**config.mk**
```make
export PLATFORM = sky130hd
export DESIGN_NAME = vita49_trig_capture
export DESIGN_NICKNAME = d
export VERILOG_FILES = /design/src/rtl/vita49_pkg.sv /design/src/rtl/vita49_cap_fifo.sv /design/src/rtl/vita49_trig_capture.sv
export SDC_FILE = /design/constraint.sdc
export NUM_CORES = 2
export LEC_CHECK = 0
export BUFFER_PORTS_ARGS = -buffer_cell sky130_fd_sc_hd__buf_4
export CAP_MARGIN = 20
export CORE_MARGIN = 3
export CORE_UTILIZATION = 45
export CTS_BUF_LIST = sky130_fd_sc_hd__clkbuf_4 sky130_fd_sc_hd__clkbuf_8 sky130_fd_sc_hd__clkbuf_16
export DETAILED_ROUTE_END_ITERATION = 8
export GPL_TIMING_DRIVEN = 1
export SYNTH_ARGS = -nofsm -noshare
export SYNTH_HDL_FRONTEND = slang
export SYNTH_SLANG_ARGS = --single-unit
```
**constraint.sdc**
```tcl
create_clock -name AXIS_ACLK -period 31.7 [get_ports AXIS_ACLK]
set_input_delay 1.585 -clock AXIS_ACLK [delete_from_list [all_inputs] [get_ports AXIS_ACLK]]
set_output_delay 1.585 -clock AXIS_ACLK [all_outputs]
set_load 0.02 [all_outputs]
```
**src/rtl/vita49_pkg.sv**
```systemverilog
// vita49_pkg: shared types and constants for the VITA-49 trigger/timestamp capture block.
//   cap_rec_t   - one captured packet record {tsi, tsf, beats}
//   Ctrl*Bit    - bit positions inside the ctrl word
//   Stat*       - bit positions / fields inside the status word
//   cap_state_e - capture state machine encoding
package vita49_pkg;

  typedef struct packed {
    logic [31:0] tsi;
    logic [63:0] tsf;
    logic [15:0] beats;
  } cap_rec_t;

  localparam int unsigned CtrlEnBit    = 0;
  localparam int unsigned CtrlClearBit = 1;
  localparam int unsigned CtrlPopBit   = 2;

  localparam int unsigned StatBusyBit  = 0;
  localparam int unsigned StatEmptyBit = 1;
  localparam int unsigned StatFullBit  = 2;
  localparam int unsigned StatOvfBit   = 3;
  localparam int unsigned StatLevelLsb = 4;
  localparam int unsigned StatLevelMsb = 10;
  localparam int unsigned StatDropLsb  = 24;
  localparam int unsigned StatDropMsb  = 31;

  typedef enum logic [1:0] {
    StIdle   = 2'd0,
    StArmed  = 2'd1,
    StActive = 2'd2
  } cap_state_e;

  function automatic logic [15:0] sat_inc16(input logic [15:0] v);
    return (v == 16'hFFFF) ? v : v + 16'd1;
  endfunction

endpackage

```
**src/rtl/vita49_cap_fifo.sv**
```systemverilog
// vita49_cap_fifo: first-word-fall-through FIFO of capture records.
//   clk, rst      - clock, asynchronous active-high reset
//   clear         - synchronous flush
//   push, din     - write request and record; ignored when full unless popping the same cycle
//   pop           - read request; ignored when empty
//   dout          - head record, all-zero while empty
//   full, empty   - occupancy flags
//   level         - number of stored records
module vita49_cap_fifo
  import vita49_pkg::*;
#(
  parameter int unsigned Depth = 8
) (
  input  logic       clk,
  input  logic       rst,
  input  logic       clear,
  input  logic       push,
  input  cap_rec_t   din,
  input  logic       pop,
  output cap_rec_t   dout,
  output logic       full,
  output logic       empty,
  output logic [6:0] level
);

  localparam int unsigned AW     = $clog2(Depth);
  localparam logic [6:0]  DepthL = 7'(Depth);

  cap_rec_t        mem_q [Depth];
  logic [AW-1:0]   wr_ptr_q, rd_ptr_q;
  logic [6:0]      cnt_q;
  logic            do_push, do_pop;

  assign empty   = (cnt_q == 7'd0);
  assign full    = (cnt_q == DepthL);
  assign level   = cnt_q;
  assign do_pop  = pop & ~empty;
  // A full FIFO still accepts a write when a read frees a slot in the same cycle.
  assign do_push = push & (~full | do_pop);
  assign dout    = empty ? '0 : mem_q[rd_ptr_q];

  always_ff @(posedge clk or posedge rst) begin
    if (rst) begin
      wr_ptr_q <= '0;
      rd_ptr_q <= '0;
      cnt_q    <= '0;
      for (int unsigned i = 0; i < Depth; i++) mem_q[i] <= '0;
    end else if (clear) begin
      wr_ptr_q <= '0;
      rd_ptr_q <= '0;
      cnt_q    <= '0;
    end else begin
      if (do_push) begin
        mem_q[wr_ptr_q] <= din;
        wr_ptr_q        <= wr_ptr_q + AW'(1);
      end
      if (do_pop) rd_ptr_q <= rd_ptr_q + AW'(1);
      case ({do_push, do_pop})
        2'b10:   cnt_q <= cnt_q + 7'd1;
        2'b01:   cnt_q <= cnt_q - 7'd1;
        default: cnt_q <= cnt_q;
      endcase
    end
  end

endmodule

```
**src/rtl/vita49_trig_capture.sv**
```systemverilog
// vita49_trig_capture: passes an AXI-Stream through untouched and records, for every packet,
// the timing-unit time (tsi/tsf) at its first beat and its beat count into a record FIFO.
//   AXIS_ACLK, AXIS_ARESET     - clock, asynchronous active-high reset
//   S_AXIS_* / M_AXIS_*        - sample stream in / combinational pass-through out
//   ctrl                       - [0] en, [1] clear, [2] pop (rising edge)
//   status                     - [0] busy, [1] empty, [2] full, [3] ovf, [10:4] level, [31:24] drops
//   tsi, tsf                   - current time
//   rd_tsi, rd_tsf, rd_beats   - head record (zero while empty)
// Build option: define VITA49_CAP_DROP_CNT_EN for the saturating drop counter on status[31:24].
module vita49_trig_capture
  import vita49_pkg::*;
#(
  parameter int unsigned C_AXIS_TDATA_NUM_BYTES = 4,
  parameter int unsigned C_FIFO_DEPTH           = 8
) (
  input  logic                                AXIS_ACLK,
  input  logic                                AXIS_ARESET,
  input  logic [8*C_AXIS_TDATA_NUM_BYTES-1:0] S_AXIS_TDATA,
  input  logic [C_AXIS_TDATA_NUM_BYTES-1:0]   S_AXIS_TSTRB,
  input  logic                                S_AXIS_TLAST,
  input  logic                                S_AXIS_TVALID,
  output logic                                S_AXIS_TREADY,
  output logic [8*C_AXIS_TDATA_NUM_BYTES-1:0] M_AXIS_TDATA,
  output logic [C_AXIS_TDATA_NUM_BYTES-1:0]   M_AXIS_TSTRB,
  output logic                                M_AXIS_TLAST,
  output logic                                M_AXIS_TVALID,
  input  logic                                M_AXIS_TREADY,
  input  logic [31:0]                         ctrl,
  output logic [31:0]                         status,
  input  logic [31:0]                         tsi,
  input  logic [63:0]                         tsf,
  output logic [31:0]                         rd_tsi,
  output logic [63:0]                         rd_tsf,
  output logic [15:0]                         rd_beats
);

  assign M_AXIS_TDATA  = S_AXIS_TDATA;
  assign M_AXIS_TSTRB  = S_AXIS_TSTRB;
  assign M_AXIS_TLAST  = S_AXIS_TLAST;
  assign M_AXIS_TVALID = S_AXIS_TVALID;
  assign S_AXIS_TREADY = M_AXIS_TREADY;

  logic        beat;
  logic [2:0]  ctrl_q;
  logic        pop_prev_q;
  logic [31:0] tsi_q, cap_tsi_q, cap_tsi_d;
  logic [63:0] tsf_q, cap_tsf_q, cap_tsf_d;
  logic [15:0] cnt_q, cnt_d, cnt_inc;
  cap_state_e  state_q, state_d;
  logic        en, clear, pop_pulse;
  logic        push, overflow;
  cap_rec_t    push_rec, head;
  logic        fifo_full, fifo_empty;
  logic [6:0]  fifo_level;
  logic        ovf_q;
  logic [7:0]  drop_cnt;
  logic        unused_ctrl;

  assign unused_ctrl = ^ctrl[31:3];
  assign beat        = S_AXIS_TVALID & M_AXIS_TREADY;
  assign en          = ctrl_q[CtrlEnBit];
  assign clear       = ctrl_q[CtrlClearBit];
  assign pop_pulse   = ctrl_q[CtrlPopBit] & ~pop_prev_q;
  assign cnt_inc     = sat_inc16(cnt_q);

  always_ff @(posedge AXIS_ACLK or posedge AXIS_ARESET) begin
    if (AXIS_ARESET) begin
      ctrl_q     <= '0;
      pop_prev_q <= 1'b0;
      tsi_q      <= '0;
      tsf_q      <= '0;
      state_q    <= StIdle;
      cnt_q      <= '0;
      cap_tsi_q  <= '0;
      cap_tsf_q  <= '0;
    end else begin
      ctrl_q     <= ctrl[2:0];
      pop_prev_q <= ctrl_q[CtrlPopBit];
      tsi_q      <= tsi;
      tsf_q      <= tsf;
      state_q    <= state_d;
      cnt_q      <= cnt_d;
      cap_tsi_q  <= cap_tsi_d;
      cap_tsf_q  <= cap_tsf_d;
    end
  end

  always_comb begin
    state_d   = state_q;
    cnt_d     = cnt_q;
    cap_tsi_d = cap_tsi_q;
    cap_tsf_d = cap_tsf_q;
    push      = 1'b0;
    push_rec  = '0;
    if (clear || !en) begin
      // Leaving ACTIVE this way drops the partial packet.
      state_d = StIdle;
      cnt_d   = '0;
    end else begin
      unique case (state_q)
        StIdle: state_d = StArmed;
        StArmed: begin
          if (beat) begin
            if (S_AXIS_TLAST) begin
              push     = 1'b1;
              push_rec = '{tsi: tsi_q, tsf: tsf_q, beats: 16'd1};
            end else begin
              cap_tsi_d = tsi_q;
              cap_tsf_d = tsf_q;
              cnt_d     = 16'd1;
              state_d   = StActive;
            end
          end
        end
        StActive: begin
          if (beat) begin
            if (S_AXIS_TLAST) begin
              push     = 1'b1;
              push_rec = '{tsi: cap_tsi_q, tsf: cap_tsf_q, beats: cnt_inc};
              cnt_d    = '0;
              state_d  = StArmed;
            end else begin
              cnt_d = cnt_inc;
            end
          end
        end
        default: state_d = StIdle;
      endcase
    end
  end

  vita49_cap_fifo #(
    .Depth (C_FIFO_DEPTH)
  ) u_fifo (
    .clk   (AXIS_ACLK),
    .rst   (AXIS_ARESET),
    .clear (clear),
    .push  (push),
    .din   (push_rec),
    .pop   (pop_pulse),
    .dout  (head),
    .full  (fifo_full),
    .empty (fifo_empty),
    .level (fifo_level)
  );

  // A pop in the same cycle makes room, so that case is not an overflow.
  assign overflow = push & fifo_full & ~pop_pulse;

  always_ff @(posedge AXIS_ACLK or posedge AXIS_ARESET) begin
    if (AXIS_ARESET)   ovf_q <= 1'b0;
    else if (clear)    ovf_q <= 1'b0;
    else if (overflow) ovf_q <= 1'b1;
  end

`ifdef VITA49_CAP_DROP_CNT_EN
  logic [7:0] drop_cnt_q;
  always_ff @(posedge AXIS_ACLK or posedge AXIS_ARESET) begin
    if (AXIS_ARESET)                             drop_cnt_q <= '0;
    else if (clear)                              drop_cnt_q <= '0;
    else if (overflow && drop_cnt_q != 8'hFF)    drop_cnt_q <= drop_cnt_q + 8'd1;
  end
  assign drop_cnt = drop_cnt_q;
`else
  assign drop_cnt = 8'h00;
`endif

  always_comb begin
    status                            = '0;
    status[StatBusyBit]               = (state_q != StIdle);
    status[StatEmptyBit]              = fifo_empty;
    status[StatFullBit]               = fifo_full;
    status[StatOvfBit]                = ovf_q;
    status[StatLevelMsb:StatLevelLsb] = fifo_level;
    status[StatDropMsb:StatDropLsb]   = drop_cnt;
  end

  assign rd_tsi   = head.tsi;
  assign rd_tsf   = head.tsf;
  assign rd_beats = head.beats;

endmodule

```
==> flow_metrics.env <==
export IMPL_min_path_type="flip-flop to flip-flop"
export IMPL_vias=31840
export IMPL_fmax_mhz=163.3
export IMPL_synth_distinct_cells=66
export IMPL_die_h_um=334.5
export IMPL_hold_depth=0
export IMPL_arrival_ns=4.54
export IMPL_yosys_warnings=0
export IMPL_grt_usage=0.2161
export IMPL_cp_end_kind="primary output"
export IMPL_powerDensity_nw_per_um2=54.50
export IMPL_coreArea_um2=106200
export IMPL_status="finished, final reports clean"
export IMPL_rrSetupSlack_ns=26.61
export IMPL_path_max_fanout=94
export IMPL_seqCellArea_um2=28140
export IMPL_total_power_mw=2.993
export IMPL_ant_nets=0
export IMPL_cts_made_buffers=119
export IMPL_placementRows=119
export IMPL_dpl_hpwl_mm=66.05
export IMPL_r2r_start="state_q[0]$_DFFE_PP0P_"
export IMPL_final_setup_viol_count=0
export IMPL_max_stage_delay_ns=0.91
export IMPL_ctsResizeCount=0
export IMPL_fin_crit_sh=0.1932
export IMPL_critPathTopFamily="buffers and inverters"
export IMPL_holdBufCountCts=0
export IMPL_grt_overflow=0
export IMPL_area_delta_synth_final_pct=13.11
export IMPL_htree_levels=3
export IMPL_dp_slack_ns=25.70
export IMPL_grt_pass1_vias=32480
export IMPL_nets=4542
export IMPL_num_io_pins=352
export IMPL_leakagePower_nw=23.46
export IMPL_drc=0
export IMPL_path_clk_slew_ns=0.06
export IMPL_mostFrequentLayoutCells="dfrtp_1 (1121), nand2_1 (1015), o21ai_0 (877)"
export IMPL_crit_buf_inv=3
export IMPL_slowest_stage="dfrtp_4"
export IMPL_rr_endpoint="u_fifo.mem_q[618]$_DFFE_PP0P_"
export IMPL_gp_congestion=0.7830
export IMPL_ys_seq_area_frac=0.5794
export IMPL_mostFrequentLayoutCell="dfrtp_1"
export IMPL_tightest_slew_ns=1.112
export IMPL_critPathLaunchType="flip-flop"
export IMPL_async_flop_share=1.000
export IMPL_slew_viol_final=0
export IMPL_diodes=0
export IMPL_dr_pass1_iters=7
export IMPL_multiInputGateArea_um2=18620
export IMPL_path_cells="buf_12 -> buf_4 -> mux4_2 -> mux2i_1 -> nor2_1 -> buf_4"
export IMPL_post_cts_setup_buffers=0
export IMPL_antenna_found_initial=0
export IMPL_finalWorstSetupSlack_ns=25.58
export IMPL_fin_setup_tns_ns=0
export IMPL_port_buffers=229
export IMPL_critPathRequiredTime_ns=30.12
export IMPL_synth_edf_count=0
export IMPL_clock_skew_ns=0.03003
export IMPL_clock_sinks=1124
export IMPL_worstSetupPathType="flip-flop to primary output"
export IMPL_wl_per_cell_um=20.39
export IMPL_clk_path_buf_depth=3
export IMPL_rsz0062_at_grt="no"
export IMPL_synthFlopType="dfrtp_1"
export IMPL_synth_cells=4341
export IMPL_dieArea_um2=111900
export IMPL_finalHoldViolations=0
export IMPL_min_delay_start="ctrl_q[2]$_DFF_PP0_"
export IMPL_grt_max_degree=205
export IMPL_first_iter_violations=2504
export IMPL_ys_ff_latch=1124
export IMPL_drive_gt1_frac=0.1911
export IMPL_cts_root_buf="clkbuf_16"
export IMPL_ff2ff_path_depth=10
export IMPL_synth_area_per_cell_um2=11.18
export IMPL_relSlewSlack=0.2588
export IMPL_start_util=0.4573
export IMPL_fin_crit_ns=6.124
export IMPL_vias_per_cell=5.440
export IMPL_wirelength_mm=119.4
export IMPL_post_synth_instance_area_um2=48550
export IMPL_fillers=9479
export IMPL_grt_pass1_wl_mm=191.0
export IMPL_max_vdd_ir_drop_mv=0.04669
export IMPL_cts_tree="yes"
export IMPL_cap_violations=0
export IMPL_die_w_um=334.5
export IMPL_min_to="pop_prev_q$_DFF_PP0_"
export IMPL_insertion_delay_ns=0.70
export IMPL_cp_common_cell="buf_4"
==> registers in the layout (all words and copies together), names as in the netlist <==
signal,flops
u_fifo.rd_ptr_q,3
tsi_q,32
pop_prev_q,1
u_fifo.mem_q,896
tsf_q,64
u_fifo.wr_ptr_q,3
ctrl_q,3
cap_tsf_q,64
u_fifo.level,7
cap_tsi_q,32
ovf_q,1
cnt_q,16
state_q,2
==> layout make-up <==
| cell class | instances | share of cell area |
|---|---|---|
| clock buffer | 180 | 0.06740 |
| inverter | 11 | 0.0008659 |
| clock inverter | 40 | 0.007679 |
| tap | 1391 | 0.03170 |
| multi-input combinational | 2825 | 0.3391 |
| timing repair buffer | 283 | 0.04079 |
| sequential | 1124 | 0.5124 |
==> report_power, final <==
group,internal (mW),total [mW],switching [mW]
clock network,0.859,1.43,0.575
logic,0.0313,0.0891,0.0578
registers,1.46,1.47,0.0124
total,2.35,2.99,0.645
==> per-layer routing <==
| metal | GRT usage | part of all wire | vias up |
|---|---|---|---|
| met4 | 0.05084 | 0.021 | 0 |
| met3 | 0.03508 | 0.044 | 170 |
| met1 | 0.3202 | 0.48 | 15990 |
| met5 | 0 | 0 | - |
| met2 | 0.3368 | 0.46 | 590 |
| li1 | - | - | 15090 |
==> stage by stage <==
step	hold WS, ns	util	std cells	area [µm²]
after floorplan	0.3677	-	4361	48630
after global placement	0.4198	0.4778	5631	50720
after detailed placement	0.4132	0.4778	5631	50720
after CTS	0.4198	0.5166	5851	54850
after global routing	0.4419	0.5172	5854	54910
final	0.4329	0.5172	5854	54910
==> kinds of logic after synthesis <==
logic type,count (synthesis),synth area share
other,1,0.00007725
DFF,1124,0.5794
xor gates and xnor gates,11,0.001985
adders and majority gates,9,0.002320
and+or+nand+nor,1263,0.1036
buffers and inverters,412,0.03982
AOI/OAI and AO/OA,1086,0.1229
muxes,435,0.1499
==> worst max-delay path by stage <==
stage	start	to	slack [ns]	cells past startpoint
CTS	u_fifo.rd_ptr_q[0]$_DFFE_PP0P_	rd_tsf[1]	25.42	6
finish	u_fifo.rd_ptr_q[0]$_DFFE_PP0P_	rd_tsf[1]	25.58	6
global placement	S_AXIS_TLAST	u_fifo.mem_q[621]$_DFFE_PP0P_	25.72	9
detailed placement	S_AXIS_TLAST	u_fifo.mem_q[626]$_DFFE_PP0P_	25.70	9
floorplan	AXIS_ARESET	cap_tsf_q[0]$_DFFE_PP0P_	14.60	1
global route	u_fifo.rd_ptr_q[0]$_DFFE_PP0P_	rd_tsf[1]	25.20	6
==> cells in the mapped netlist (all sizes together) (12+ instances only) <==
master	count	area, µm²
buf	217	1200
nand4	12	75.07
a21oi	21	105.1
nand3	24	120.1
mux2	98	1104
nor2	132	498.0
o21ai	915	4583
a31oi	12	81.33
mux4	224	5045
clkbuf	184	691.9
o31ai	12	90.09
mux2i	113	1131
nand2	1017	3820
a22o	98	858.3
dfrtp	1124	28130
nor3	15	80.08
No activity file was read; power rests on OpenSTA's default activity.
